`config.mk`:
```
export PLATFORM = sky130hd
export DESIGN_NAME = pipeline_hazard_ctrl
export DESIGN_NICKNAME = d
export VERILOG_FILES = /design/src/rtl/pipeline_hazard_ctrl.sv
export SDC_FILE = /design/constraint.sdc
export NUM_CORES = 1
export LEC_CHECK = 0
export BUFFER_PORTS_ARGS = -buffer_cell sky130_fd_sc_hd__buf_2
export CORE_ASPECT_RATIO = 1.75
export CORE_MARGIN = 1
export CORE_UTILIZATION = 53
export CTS_CLUSTER_DIAMETER = 50
export DETAILED_ROUTE_END_ITERATION = 8
export GPL_TIMING_DRIVEN = 0
export PLACE_DENSITY_LB_ADDON = 0.12
export SETUP_SLACK_MARGIN = 0.4
export SKIP_CTS_REPAIR_TIMING = 1
export SLEW_MARGIN = 20
export SYNTH_ARGS = -nofsm -noshare
export SYNTH_HDL_FRONTEND = slang
export SYNTH_SLANG_ARGS = --single-unit
```
`constraint.sdc`:
```
create_clock -name clk -period 2.3 [get_ports clk]
set_input_delay 0.345 -clock clk [delete_from_list [all_inputs] [get_ports clk]]
set_output_delay 0.345 -clock clk [all_outputs]
set_load 0.01 [all_outputs]
```
`src/rtl/pipeline_hazard_ctrl.sv`:
```
// pipeline_hazard_ctrl: stall/flush sequencer for a 5-stage pipeline.
// Handles load-use, taken branches, memory wait states and halt drain.
module pipeline_hazard_ctrl #(
    parameter int DRAIN_CYCLES = 2,
    parameter int MEM_TIMEOUT  = 255,
    parameter int CNT_W        = 16
) (
    input  logic             clk,
    input  logic             rst,
    input  logic [4:0]       id_rs1_index,
    input  logic [4:0]       id_rs2_index,
    input  logic             id_rs1_used,
    input  logic             id_rs2_used,
    input  logic [4:0]       ex_rd_index,
    input  logic             ex_is_load,
    input  logic             ex_branch_taken,
    input  logic             ex_halt,
    input  logic             mem_req,
    input  logic             mem_ready,
    output logic             pc_en,
    output logic             fd_en,
    output logic             fd_flush,
    output logic             de_en,
    output logic             de_flush,
    output logic             em_en,
    output logic             mw_en,
    output logic             halted,
    output logic             mem_err,
    output logic [CNT_W-1:0] stall_cnt,
    output logic [CNT_W-1:0] flush_cnt
);
    localparam int WW = $clog2(MEM_TIMEOUT + 1);
    localparam int DW = $clog2(DRAIN_CYCLES + 1);
    typedef enum logic [1:0] {RUN, MEM_WAIT, DRAIN, HALTED} state_t;
    state_t state, state_n;
    logic [WW-1:0] wait_cnt, wait_n;
    logic [DW-1:0] drain_cnt, drain_n;
    logic memstall, loaduse, stall_inc, flush_inc, err_set;
    assign memstall = mem_req & ~mem_ready;
    assign loaduse  = ex_is_load & (ex_rd_index != 5'd0) &
                      ((id_rs1_used & (id_rs1_index == ex_rd_index)) |
                       (id_rs2_used & (id_rs2_index == ex_rd_index)));
    always_comb begin
        {pc_en, fd_en, de_en, em_en, mw_en} = '1;
        {fd_flush, de_flush, halted} = '0;
        state_n   = state;
        wait_n    = '0;
        drain_n   = drain_cnt;
        stall_inc = 1'b0;
        flush_inc = 1'b0;
        err_set   = 1'b0;
        case (state)
            RUN, MEM_WAIT: begin
                if (memstall) begin
                    {pc_en, fd_en, de_en, em_en, mw_en} = '0;
                    state_n   = MEM_WAIT;
                    wait_n    = (wait_cnt == WW'(MEM_TIMEOUT)) ? wait_cnt : wait_cnt + WW'(1);
                    err_set   = (wait_n == WW'(MEM_TIMEOUT));
                    stall_inc = 1'b1;
                end else if (ex_halt) begin
                    pc_en    = 1'b0;
                    fd_flush = 1'b1;
                    de_flush = 1'b1;
                    state_n  = DRAIN;
                    drain_n  = DW'(DRAIN_CYCLES - 1);
                end else if (ex_branch_taken) begin
                    fd_flush  = 1'b1;
                    de_flush  = 1'b1;
                    flush_inc = 1'b1;
                    state_n   = RUN;
                end else if (loaduse) begin
                    pc_en     = 1'b0;
                    fd_en     = 1'b0;
                    de_flush  = 1'b1;
                    stall_inc = 1'b1;
                    state_n   = RUN;
                end else begin
                    state_n = RUN;
                end
            end
            DRAIN: begin
                if (memstall) begin
                    {pc_en, fd_en, de_en, em_en, mw_en} = '0;
                end else begin
                    pc_en    = 1'b0;
                    fd_en    = 1'b0;
                    de_flush = 1'b1;
                    drain_n  = (drain_cnt == '0) ? drain_cnt : drain_cnt - DW'(1);
                    state_n  = (drain_cnt == '0) ? HALTED : DRAIN;
                end
            end
            default: begin
                {pc_en, fd_en, de_en, em_en, mw_en} = '0;
                halted = 1'b1;
            end
        endcase
        // Reset forces the pipeline frozen regardless of state
        if (!rst) begin
            {pc_en, fd_en, de_en, em_en, mw_en} = '0;
            {fd_flush, de_flush, halted} = '0;
        end
    end
    always_ff @(posedge clk) begin
        if (!rst) begin
            state     <= RUN;
            wait_cnt  <= '0;
            drain_cnt <= '0;
            mem_err   <= 1'b0;
            stall_cnt <= '0;
            flush_cnt <= '0;
        end else begin
            state     <= state_n;
            wait_cnt  <= wait_n;
            drain_cnt <= drain_n;
            mem_err   <= mem_err | err_set;
            stall_cnt <= (stall_inc && stall_cnt != '1) ? stall_cnt + CNT_W'(1) : stall_cnt;
            flush_cnt <= (flush_inc && flush_cnt != '1) ? flush_cnt + CNT_W'(1) : flush_cnt;
        end
    end
endmodule
```
==> impl_metrics.yaml <==
run_status:
  status: "completed"
synth:
  ys_warn_count: 0
  synth-seq-cells: 45
  async_reset_ff_share_pct: 0
  synth.avg_cell_area_um2: 8.286
  synth-edff-count: 0
  synth_top_area_share_pct: 36.00
  ys_top_cells_by_count: "dfxtp_1, nor2_1, xnor2_1, a21oi_1, nand2_1"
  synth_ff_type: "dfxtp_1"
  ys_types: 46
  ys_top_cells_by_area: "dfxtp_1, xnor2_1, nor2_1"
  yosysSeqAreaShare_pct: 36.00
  synth_top_area_cell: "dfxtp_1"
  synth_cells: 302
  syn_area_mm2: 0.002502
  synth.most_common_cell: "dfxtp_1"
  syn_nets: 330
power_and_ir_drop:
  ir_worst_vdd_v: 0.0003368
  p_leak_nw: 1.212
  p_total_mw: 1.462
  power_density_mw_per_mm2: 461.6
route:
  routedWlPerCell_um: 14.24
  num_vias: 2467
  route.detailed.drc: 0
  via_per_inst: 5.751
  drt_iter0_drc: 60
  wirelength_um: 6109
  drtAntennaViolNets: 0
  firstDrtPassIters: 4
worst_setup_path:
  path_cells: "buf_8, or4_1, o21a_1, nand2_1, nor2_2, a211oi_2, buf_2"
  end_kind: "output port"
  cpMaxStageDelayCell: "or4_1"
  slowest_delay_ps: 510
  worstPathMaxFanout: 3
  cp.required_ps: 1960
  worst-setup-path-type: "in -> out"
  arrival_ps: 1710
  r2r-start: "stall_cnt[4]"
  cp-start-kind: "primary input"
  r2r_end: "stall_cnt[11]"
  reg2reg_slack_ps: 400
  ff2ff_path_depth: 5
global_routing:
  grt_pass1_vias: 2353
  grt_remaining_overflow: 0
  grt_max_degree: 14
  grt_use_total_pct: 25.18
  antenna_found_initial: 0
  grt_pass1_wl_um: 9618
sta:
  hold_violations: 0
  fin_crit_sh_pct: 89.49
  rsz0062_at_grt: "true"
  slew_violations: 0
  clock-skew-final_ps: 10.65
  period_needed_ps: 2058
  fmax_mhz: 485.8
  worstMarginPinSlew_ps: 502.4
  setup_viol_count_final: 0
  fin_tns_setup_ps: 0
  slew_headroom_pct: 66.50
hold_path:
  hold_end: "state[1]"
  min_from: "ex_halt"
  hold_path_class: "in -> reg"
  whs_path_depth: 3
die:
  num_io_pins: 65
  die_y_um: 92.90
  die-area_mm2: 0.005011
  rows: 32
  initial_core_util_pct: 55.80
  die_w_um: 53.94
  coreArea_mm2: 0.004484
final_layout:
  finalNetCount: 405
  drive_gt1_share_pct: 30.95
  n_antenna_cell: 0
  area_growth_pct: 26.55
clocking:
  cts.reportedPaths.clkPinSlew_ps: 80
  clk_path_buf_depth: 2
  clock_tree.root_cell: "clkbuf_8"
  clock-sinks: 45
  cts-buffers-inserted: 5
  cts_tree: "done"
  clk_latency_ps: 300
  cts_max_level: 2
placement:
  dp_hpwl_um: 4392
  portBuffers: 64
  routabilityCongestion: 0.7867
job:
  cap_violations: 0
routing by layer:
metal  vias up  GRT usage, %  part of all wire [%]
li1       1243             -                     -
met1      1179         24.82                    39
met2        38         47.84                    57
met3         7         3.777                   2.3
met4         0         10.53                   1.4
met5         -             0                     0
final cells by class:
type	count	area, um2
buffer	15	108.9
clock buffer	7	76.32
clock inverter	1	7.507
fill	380	1318
inverter	11	41.29
multi-input combinational	231	1578
sequential	45	912.1
tap	51	63.81
timing repair buffer	68	379.1
placed cells by master (no fill, tap or decap), types with 3 or more instances in the layout:
cell      count
a21oi_1      21
and3_1        5
and4_1        4
buf_2        63
buf_4         8
buf_6         5
clkbuf_1      5
clkbuf_8      5
dfxtp_1      36
dfxtp_2       9
inv_1        11
mux2i_1       5
nand2_1      21
nand2b_1      9
nand3_1      12
nand4_1       9
nor2_1       34
nor3_1       14
nor4_2        3
o31ai_1       7
or3_1         3
or4_1        12
xnor2_1      23
xor2_1        3
sequential cells by signal, summed over array words and instances, names as in the netlist:
signal,cells
flush_cnt,16
stall_cnt,16
wait_cnt,8
drain_cnt,2
state,2
mem_err,1
worst max-delay path, delay by kind of cell:
family	cells	cell delay, ps
simple gates	3	670
compound gates	2	440
buf+inv	2	270
worst max-delay path by stage:
stage	start	to	slack, ps
4_1_cts	wait_cnt[0]	mem_err	200
5_1_grt	ex_rd_index[4]	fd_en	220
3_3_place_gp	ex_rd_index[1]	stall_cnt[14]	180
3_5_place_dp	ex_rd_index[1]	stall_cnt[14]	200
6_report	ex_rd_index[4]	fd_en	240
2_1_floorplan	ex_rd_index[1]	fd_en	430
through the flow:
step                setup slack [ps]  cell area, um2  util (%)  std cells  hold WS (ps)
floorplan                      431.7            2502         -        302         460.4
global placement               178.5            2887     64.37        417         448.3
detailed placement             197.2            2887     64.37        417         458.6
CTS                            202.4            2970     66.24        425         411.8
global route                   222.8            3167     70.62        429         469.0
finish                         241.7            3167     70.62        429         424.0
report_power, final:
part           total, mW  switching, mW  internal [mW]
sequential         0.801         0.0122          0.788
clock              0.488          0.273          0.216
combinational      0.173         0.0924         0.0807
total               1.46          0.377           1.08
kinds of logic after synthesis:
group | after synthesis | synth area share, %
adders and majority gates | 4 | 2.000
AOI/OAI and AO/OA | 54 | 15.30
muxes | 5 | 2.000
xor gates and xnor gates | 26 | 9.100
buffers and inverters | 26 | 5.200
DFF | 45 | 36.00
and+or+nand+nor | 142 | 30.40
(Power assumes the default switching activity.)
